==> config.mk <==
export PLATFORM = sky130hd
export DESIGN_NAME = mc_ctrl_fsm
export DESIGN_NICKNAME = d
export VERILOG_FILES = /design/src/rtl/rv_pkg.sv /design/src/rtl/mc_ctrl_decode.sv /design/src/rtl/mc_ctrl_fsm.sv
export SDC_FILE = /design/constraint.sdc
export NUM_CORES = 1
export LEC_CHECK = 0
export BUFFER_PORTS_ARGS = -buffer_cell sky130_fd_sc_hd__buf_2
export CAP_MARGIN = 0
export CORE_AREA = 3 3 69 71
export CTS_BUF_LIST = sky130_fd_sc_hd__clkbuf_16
export DETAILED_ROUTE_END_ITERATION = 8
export DIE_AREA = 0 0 72 74
export PLACE_DENSITY = 0.78
export SETUP_SLACK_MARGIN = 0.4
export SYNTH_ARGS = -nofsm -noshare
export SYNTH_HDL_FRONTEND = slang
export SYNTH_SLANG_ARGS = --single-unit
==> constraint.sdc <==
create_clock -name clk -period 7 [get_ports clk]
set_input_delay 1.4 -clock clk [delete_from_list [all_inputs] [get_ports clk]]
set_output_delay 1.4 -clock clk [all_outputs]
set_load 0.03 [all_outputs]
==> src/rtl/rv_pkg.sv <==
// Shared RV32I control definitions: opcodes, FSM state encoding, datapath select codes.
// MC_CTRL_ILLEGAL_TRAP_EN adds the TRAP state to the encoding.
package rv_pkg;

  localparam logic [6:0] OPC_LOAD   = 7'b0000011;
  localparam logic [6:0] OPC_STORE  = 7'b0100011;
  localparam logic [6:0] OPC_BRANCH = 7'b1100011;
  localparam logic [6:0] OPC_JAL    = 7'b1101111;
  localparam logic [6:0] OPC_JALR   = 7'b1100111;
  localparam logic [6:0] OPC_OP     = 7'b0110011;
  localparam logic [6:0] OPC_OPIMM  = 7'b0010011;
  localparam logic [6:0] OPC_LUI    = 7'b0110111;
  localparam logic [6:0] OPC_AUIPC  = 7'b0010111;

`ifdef MC_CTRL_ILLEGAL_TRAP_EN
  typedef enum logic [2:0] {
    ST_FETCH  = 3'd0,
    ST_DECODE = 3'd1,
    ST_EXEC   = 3'd2,
    ST_MEM    = 3'd3,
    ST_WB     = 3'd4,
    ST_TRAP   = 3'd5
  } state_t;
`else
  typedef enum logic [2:0] {
    ST_FETCH  = 3'd0,
    ST_DECODE = 3'd1,
    ST_EXEC   = 3'd2,
    ST_MEM    = 3'd3,
    ST_WB     = 3'd4
  } state_t;
`endif

  localparam logic [1:0] PC_SEL_PC4  = 2'd0;
  localparam logic [1:0] PC_SEL_BR   = 2'd1;
  localparam logic [1:0] PC_SEL_JALR = 2'd2;

  localparam logic [1:0] ALU_A_RS1  = 2'd0;
  localparam logic [1:0] ALU_A_PC   = 2'd1;
  localparam logic [1:0] ALU_A_ZERO = 2'd2;

  localparam logic ALU_B_RS2 = 1'b0;
  localparam logic ALU_B_IMM = 1'b1;

  localparam logic [1:0] ALU_OP_ADD  = 2'd0;
  localparam logic [1:0] ALU_OP_CMP  = 2'd1;
  localparam logic [1:0] ALU_OP_FUNC = 2'd2;

  localparam logic [1:0] WB_SEL_ALU = 2'd0;
  localparam logic [1:0] WB_SEL_MEM = 2'd1;
  localparam logic [1:0] WB_SEL_PC4 = 2'd2;

  // Instruction class, one-hot; all-zero means unsupported opcode
  typedef struct packed {
    logic load;
    logic store;
    logic branch;
    logic jal;
    logic jalr;
    logic op;
    logic opimm;
    logic lui;
    logic auipc;
  } cls_t;

endpackage

==> src/rtl/mc_ctrl_decode.sv <==
// Opcode to instruction-class one-hot decoder for the multi-cycle sequencer.
module mc_ctrl_decode
  import rv_pkg::*;
(
  input  logic [6:0] opcode,
  output cls_t       cls_c
);

  // Pure opcode match; unknown opcodes leave every class bit clear
  always_comb begin
    cls_c = '0;
    case (opcode)
      OPC_LOAD:   cls_c.load   = 1'b1;
      OPC_STORE:  cls_c.store  = 1'b1;
      OPC_BRANCH: cls_c.branch = 1'b1;
      OPC_JAL:    cls_c.jal    = 1'b1;
      OPC_JALR:   cls_c.jalr   = 1'b1;
      OPC_OP:     cls_c.op     = 1'b1;
      OPC_OPIMM:  cls_c.opimm  = 1'b1;
      OPC_LUI:    cls_c.lui    = 1'b1;
      OPC_AUIPC:  cls_c.auipc  = 1'b1;
      default:    cls_c        = '0;
    endcase
  end

endmodule

==> src/rtl/mc_ctrl_fsm.sv <==
// Multi-cycle RV32I control sequencer: FETCH, DECODE, EXEC, MEM, WB plus retire counter.
// Define MC_CTRL_ILLEGAL_TRAP_EN to park in TRAP on an unsupported opcode instead of
// skipping it as a NOP.
module mc_ctrl_fsm
  import rv_pkg::*;
#(
  parameter int unsigned RET_W = 32
) (
  input  logic             clk,
  input  logic             rst,
  input  logic [31:0]      instr,
  input  logic             br_taken,
  input  logic             imem_ack,
  input  logic             dmem_ack,
  output logic             imem_req,
  output logic             ir_we,
  output logic             pc_we,
  output logic [1:0]       pc_sel,
  output logic [1:0]       alu_a_sel,
  output logic             alu_b_sel,
  output logic [1:0]       alu_op,
  output logic             dmem_req,
  output logic             dmem_we,
  output logic             rf_we,
  output logic [1:0]       wb_sel,
  output logic [RET_W-1:0] retired,
  output logic             illegal
);

  state_t state;
  cls_t   cls_c;
  logic   legal_c;
  logic   unused_instr_bits;

  assign unused_instr_bits = ^instr[31:7];
  assign legal_c           = |cls_c;

  mc_ctrl_decode u_decode (
    .opcode (instr[6:0]),
    .cls_c  (cls_c)
  );

  // State, retire counter and sticky illegal flag
  always_ff @(posedge clk) begin
    if (rst) begin
      state   <= ST_FETCH;
      retired <= '0;
      illegal <= 1'b0;
    end else begin
      case (state)
        ST_FETCH: begin
          if (imem_ack) state <= ST_DECODE;
        end
        ST_DECODE: begin
          state <= ST_EXEC;
        end
        ST_EXEC: begin
          if (cls_c.load || cls_c.store) begin
            state <= ST_MEM;
          end else if (cls_c.branch) begin
            state   <= ST_FETCH;
            retired <= retired + RET_W'(1);
          end else if (legal_c) begin
            state <= ST_WB;
          end else begin
            illegal <= 1'b1;
`ifdef MC_CTRL_ILLEGAL_TRAP_EN
            state   <= ST_TRAP;
`else
            state   <= ST_FETCH;
`endif
          end
        end
        ST_MEM: begin
          if (dmem_ack) begin
            if (cls_c.store) begin
              state   <= ST_FETCH;
              retired <= retired + RET_W'(1);
            end else begin
              state <= ST_WB;
            end
          end
        end
        ST_WB: begin
          state   <= ST_FETCH;
          retired <= retired + RET_W'(1);
        end
`ifdef MC_CTRL_ILLEGAL_TRAP_EN
        ST_TRAP: begin
          state <= ST_TRAP;
        end
`endif
        default: begin
          state <= ST_FETCH;
        end
      endcase
    end
  end

  // Per-state datapath controls decoded from the registered state and the IR
  always_comb begin
    imem_req  = 1'b0;
    ir_we     = 1'b0;
    pc_we     = 1'b0;
    pc_sel    = PC_SEL_PC4;
    alu_a_sel = ALU_A_RS1;
    alu_b_sel = ALU_B_RS2;
    alu_op    = ALU_OP_ADD;
    dmem_req  = 1'b0;
    dmem_we   = 1'b0;
    rf_we     = 1'b0;
    wb_sel    = WB_SEL_ALU;
    case (state)
      ST_FETCH: begin
        imem_req = 1'b1;
        ir_we    = imem_ack;
        pc_we    = imem_ack;
        pc_sel   = PC_SEL_PC4;
      end
      ST_EXEC: begin
        if (cls_c.op) begin
          alu_op = ALU_OP_FUNC;
        end else if (cls_c.opimm) begin
          alu_b_sel = ALU_B_IMM;
          alu_op    = ALU_OP_FUNC;
        end else if (cls_c.load || cls_c.store) begin
          alu_b_sel = ALU_B_IMM;
        end else if (cls_c.branch) begin
          alu_op = ALU_OP_CMP;
          pc_we  = br_taken;
          pc_sel = PC_SEL_BR;
        end else if (cls_c.jal) begin
          pc_we  = 1'b1;
          pc_sel = PC_SEL_BR;
        end else if (cls_c.jalr) begin
          alu_b_sel = ALU_B_IMM;
          pc_we     = 1'b1;
          pc_sel    = PC_SEL_JALR;
        end else if (cls_c.lui) begin
          alu_a_sel = ALU_A_ZERO;
          alu_b_sel = ALU_B_IMM;
        end else if (cls_c.auipc) begin
          alu_a_sel = ALU_A_PC;
          alu_b_sel = ALU_B_IMM;
        end
      end
      ST_MEM: begin
        dmem_req = 1'b1;
        dmem_we  = cls_c.store;
      end
      ST_WB: begin
        rf_we = 1'b1;
        if (cls_c.load)                   wb_sel = WB_SEL_MEM;
        else if (cls_c.jal || cls_c.jalr) wb_sel = WB_SEL_PC4;
        else                              wb_sel = WB_SEL_ALU;
      end
      default: begin
      end
    endcase
  end

endmodule
==> results of run 1 <==
## power groups by stage
stage | combinational, mW | clock, mW | sequential [mW]
after floorplan | 0.0223 | 0 | 0.212
after global placement | 0.0295 | 0 | 0.212
after detailed placement | 0.0298 | 0 | 0.212
final | 0.0298 | 0.204 | 0.208
after global routing | 0.0330 | 0.215 | 0.208
after CTS | 0.0300 | 0.207 | 0.208
## per-stage QoR
step / power (mW) / hold slack [ns] / util / instance area [sq um] / cells
2_1_floorplan: 0.234 / 0.507 / - / 2150 / 263
3_3_place_gp: 0.242 / 0.442 / 0.563 / 2420 / 359
3_5_place_dp: 0.242 / 0.448 / 0.563 / 2420 / 359
4_1_cts: 0.445 / 0.455 / 0.594 / 2550 / 366
5_1_grt: 0.456 / 0.470 / 0.594 / 2550 / 366
6_report: 0.442 / 0.448 / 0.594 / 2550 / 366
## path summary, 6_finish.rpt
path	to	cells past startpoint
hold / removal	illegal	2
hold reg to reg	illegal	2
setup / recovery	wb_sel[0]	5
setup reg to reg	retired[18]	6
## cells in the final DEF, fill, tap and decap left out, drive strengths merged, types with 3 or more instances in the layout
| master | n |
|---|---|
| buf | 60 |
| dfxtp | 36 |
| a21oi | 32 |
| nand2 | 21 |
| nor2 | 15 |
| inv | 13 |
| nor3 | 13 |
| o31ai | 12 |
| or4 | 12 |
| o21ai | 11 |
| nand3 | 9 |
| or3 | 9 |
| o41ai | 8 |
| and3 | 7 |
| or4b | 7 |
| nand4 | 5 |
| clkbuf | 5 |
| nor2b | 4 |
| or2 | 3 |
## worst max-delay path: stages
cell and delay, ns:
buf_2 0.14, nand4bb_4 0.29, nor3_1 0.43, and3_1 0.22, buf_2 0.19
## state kept, by name, summed over array words and instances (netlist names)
name     count
illegal      1
state        3
retired     32
## kinds of logic after synthesis
| logic type | count (synthesis) | synth area share |
|---|---|---|
| DFF | 36 | 0.335 |
| adders and majority gates | 1 | 0.00581 |
| muxes | 3 | 0.0145 |
| buffers and inverters | 29 | 0.0703 |
| and+or+nand+nor | 116 | 0.328 |
| xor gates and xnor gates | 3 | 0.0122 |
| AOI/OAI and AO/OA | 75 | 0.234 |
## cell type report
class                   count  area (sq um)
multi-input cells         198          1280
repair buffers             60           303
clock inverters             2          7.51
flip-flops and latches     36           721
fillers                   414          1740
clock buffers               5           125
well taps                  52          65.1
inverters                  13          48.8
## metal layers
metal / vias to the layer above / track usage / wire [microns]
met2: 49 / 0.353 / 2490
met4: 0 / 0.0501 / 43
met5: - / 0 / 0
li1: 1109 / - / -
met3: 7 / 0.0338 / 220
met1: 1025 / 0.237 / 2320
==> results.sh, run 1 <==
export IMPL_status="completed"
export IMPL_clockPowerShare=0.461
export IMPL_pin_count=85
export IMPL_syn_inst=263
export IMPL_ys_seq_area_frac=0.335
export IMPL_final_nets=352
export IMPL_cts_resized_gates=0
export IMPL_intPower_uw=343
export IMPL_slew_headroom=0.548
export IMPL_synth_top_cells_by_count="dfxtp_1 (36), a21oi_1 (32), nand2_1 (21)"
export IMPL_ys_flop_type="dfxtp_1"
export IMPL_clock_sinks=36
export IMPL_worst_pin_slew_ns=0.678
export IMPL_grt_ovfl_total=0
export IMPL_synth_edff_count=0
export IMPL_ys_ff_latch=36
export IMPL_start_util=0.501
export IMPL_cts_setup_buffers=0
export IMPL_ys_types=50
export IMPL_yosys_warnings=0
export IMPL_synth_top_cell_area_share=0.335
export IMPL_finalWirelength_microns=5070
export IMPL_synth_nets=301
export IMPL_diodes=0
export IMPL_cts_htree_levels=2
export IMPL_cts_root_buf="clkbuf_16"
export IMPL_min_period_ns=4.08
export IMPL_drive_gt1_frac=0.252
export IMPL_wl_per_cell_microns=13.9
export IMPL_grtUsageTotal=0.194
export IMPL_leakage_nw=1.00
export IMPL_finalHoldViolations=0
export IMPL_clk_pin_slew_ns=0.05
export IMPL_core_sq_um=4290
export IMPL_antenna_found_initial=0
export IMPL_firstDrtPassIters=4
export IMPL_grt_max_degree=39
export IMPL_grt_pass1_vias=1925
export IMPL_hpwl_microns=3570
export IMPL_power_density_nw_per_um2=173
export IMPL_p_sw_frac=0.223
export IMPL_grt_pass1_wl_microns=8420
export IMPL_seq_power_share=0.471
export IMPL_comb_power_share=0.068
export IMPL_die_h_microns=74
export IMPL_die_w_microns=72
export IMPL_synth_area_sq_um=2150
export IMPL_fmax_mhz=245
export IMPL_drtAntennaViolNets=0
export IMPL_hp_class="reg2reg"
export IMPL_ir_drop_mv=0.124
export IMPL_p_switching_uw=98.6
export IMPL_cts_hold_buffers=0
export IMPL_max_cap_viol_count=0
export IMPL_clockBufferDepth=2
export IMPL_yosys_top_cells_area="dfxtp_1 (33%), a21oi_1 (7.4%), o31ai_1 (4.2%)"
export IMPL_r2r_start="state[1]"
export IMPL_holdCritStartpoint="illegal"
export IMPL_cp_max_fo=9
export IMPL_setup_viol=0
export IMPL_yosysTopAreaCell="dfxtp_1"
export IMPL_route_detailed_drc=0
export IMPL_pre_cts_slack_ns=2.93
export IMPL_drtIter0Drc=98
export IMPL_cts_tree="done"
export IMPL_clk_latency_ns=0.28
export IMPL_port_buffers=59
export IMPL_cts_buffers=5
export IMPL_area_growth_pct=18.5
export IMPL_yosysMostFrequentCell="dfxtp_1"
export IMPL_start_kind="primary input"
export IMPL_dr_total_vias=2190
export IMPL_async_flop_share=0
export IMPL_rows=24
export IMPL_setup_tns_ns=0
export IMPL_fin_ws_ns=2.92
export IMPL_reg2reg_slack_ns=4.48
export IMPL_place_congestion=0.821
export IMPL_dieArea_sq_um=5330
export IMPL_worstSetupEndpointType="primary output"
export IMPL_cp_data_required_time_ns=5.60
export IMPL_period_share=0.582
export IMPL_routed_via_density=5.98
export IMPL_postSynthAreaPerCell_sq_um=8.18
export IMPL_fin_skew_ns=0.00559
export IMPL_crit_path_start="instr[2]"
export IMPL_maxSlewViolCount=0
export IMPL_rsz0062_at_grt="no"
export IMPL_arrival_ns=2.68
export IMPL_path_class="in2out"
No activity file was read; power rests on OpenSTA's default activity.
==> run 2, diff against run 1 <==
Settings changed: CORE_AREA 3 3 69 71 to 3 3 74 76, DIE_AREA 0 0 72 74 to 0 0 77 79, PLACE_DENSITY 0.78 to 0.71.
Clock period 7 ns to 3.4 ns, I/O delays scaled along.
==> results.sh, run 2 (synthesized netlist as in run 1, its figures left out) <==
export IMPL_status="completed"
export IMPL_port_buffers=59
export IMPL_fin_skew_ns=0.00157
export IMPL_final_cell_mix="buf_2 (59), dfxtp_1 (36), a21oi_1 (32)"
export IMPL_r2r_end="retired[18]"
export IMPL_firstDrtPassIters=5
export IMPL_rsz0062_at_grt="no"
export IMPL_finalWirelength_microns=5200
export IMPL_cts_resized_gates=0
export IMPL_hold_end="illegal"
export IMPL_rows=25
export IMPL_antenna_found_initial=0
export IMPL_grt_max_degree=39
export IMPL_area_growth_pct=19.9
export IMPL_core_sq_um=4790
export IMPL_setup_viol=0
export IMPL_clockBufferDepth=2
export IMPL_fin_ws_ns=0.681
export IMPL_power_density_nw_per_um2=357
export IMPL_multi_input_area_sq_um=1280
export IMPL_cp_max_fo=9
export IMPL_cts_buffers=5
export IMPL_max_cap_viol_count=0
export IMPL_slew_headroom=0.539
export IMPL_num_fill_cells=470
export IMPL_drtAntennaViolNets=0
export IMPL_clk_latency_ns=0.28
export IMPL_grt_pass1_wl_microns=9010
export IMPL_pre_cts_slack_ns=0.666
export IMPL_hp_class="reg2reg"
export IMPL_cts_setup_buffers=0
export IMPL_reg2reg_slack_ns=0.96
export IMPL_cts_tree="done"
export IMPL_dr_total_vias=2176
export IMPL_cts_hold_buffers=0
export IMPL_whs_path_depth=2
export IMPL_path_class="in2out"
export IMPL_die_h_microns=79
export IMPL_maxSlewViolCount=0
export IMPL_cp_data_required_time_ns=2.72
export IMPL_ir_drop_mv=0.214
export IMPL_finalHoldViolations=0
export IMPL_total_power_uw=920
export IMPL_r2r_start="state[1]"
export IMPL_route_detailed_drc=0
export IMPL_fmax_mhz=368
export IMPL_die_w_microns=77
export IMPL_seqCellArea_sq_um=721
export IMPL_holdCritStartpoint="illegal"
export IMPL_arrival_ns=2.04
export IMPL_min_period_ns=2.72
export IMPL_drive_gt1_frac=0.253
export IMPL_dieArea_sq_um=6080
export IMPL_start_kind="primary input"
export IMPL_diodes=0
export IMPL_cts_htree_levels=2
export IMPL_worstSetupEndpointType="primary output"
export IMPL_period_share=0.800
export IMPL_hold_slack_ns=0.460
export IMPL_final_nets=353
export IMPL_hpwl_microns=3780
export IMPL_largestRegisters="retired x32, state x3, illegal x1"
export IMPL_clock_sinks=36
export IMPL_grt_ovfl_total=0
export IMPL_cts_root_buf="clkbuf_16"
export IMPL_setup_tns_ns=0
export IMPL_worst_pin_slew_ns=0.691
export IMPL_leakage_nw=1.02
export IMPL_place_congestion=0.871
export IMPL_grt_pass1_vias=1977
export IMPL_largest_register="retired"
export IMPL_final_common_cell="buf_2"
export IMPL_rr_worst_depth=6
export IMPL_wl_per_cell_microns=13.6
export IMPL_clk_pin_slew_ns=0.05
export IMPL_routed_via_density=5.68
export IMPL_pin_count=85
export IMPL_start_util=0.450
export IMPL_drtIter0Drc=111
export IMPL_largest_reg_flops=32
export IMPL_grtUsageTotal=0.179
## run 2: worst max path at each step
stage,startpoint,end,slack [ns],cells after the start
global placement,instr[2],wb_sel[0],0.71,5
detailed placement,instr[2],retired[18],0.67,7
finish,instr[2],dmem_we,0.68,5
floorplan,instr[6],pc_we,0.43,5
CTS,state[1],pc_we,0.70,4
global route,state[1],pc_we,0.50,4
## run 2: critical path, stage by stage
cell and delay, ns:
buf_2 0.15, nand4bb_4 0.29, nor3_1 0.50, and3_1 0.23, buf_2 0.19
## run 2: power by group
part	internal (mW)	switching, mW	leakage [nW]
Combinational	0.0204	0.0418	0.654
Sequential	0.424	0.00422	0.290
Clock	0.263	0.166	0.0738
## run 2: final cells by class
| cell class | count | share of cell area |
|---|---|---|
| Timing Repair Buffer | 61 | 0.120 |
| Inverter | 13 | 0.0189 |
| Tap cell | 67 | 0.0325 |
| Multi-Input combinational cell | 198 | 0.496 |
| Clock inverter | 3 | 0.00436 |
| Sequential cell | 36 | 0.279 |
| Clock buffer | 5 | 0.0485 |
## run 2: routing by layer
metal	GRT usage	part of all wire	up-vias
met5	0	0	-
met4	0.0569	0.016	0
met3	0.0476	0.052	10
met2	0.306	0.47	48
met1	0.221	0.46	1015
li1	-	-	1103
## run 2: metrics by stage
step                      area, sq um  cells   util
final                            2580    383  0.539
after global routing             2580    383  0.539
after CTS                        2580    383  0.539
after detailed placement         2440    375  0.511
after global placement           2440    375  0.511
after floorplan                  2150    263      -
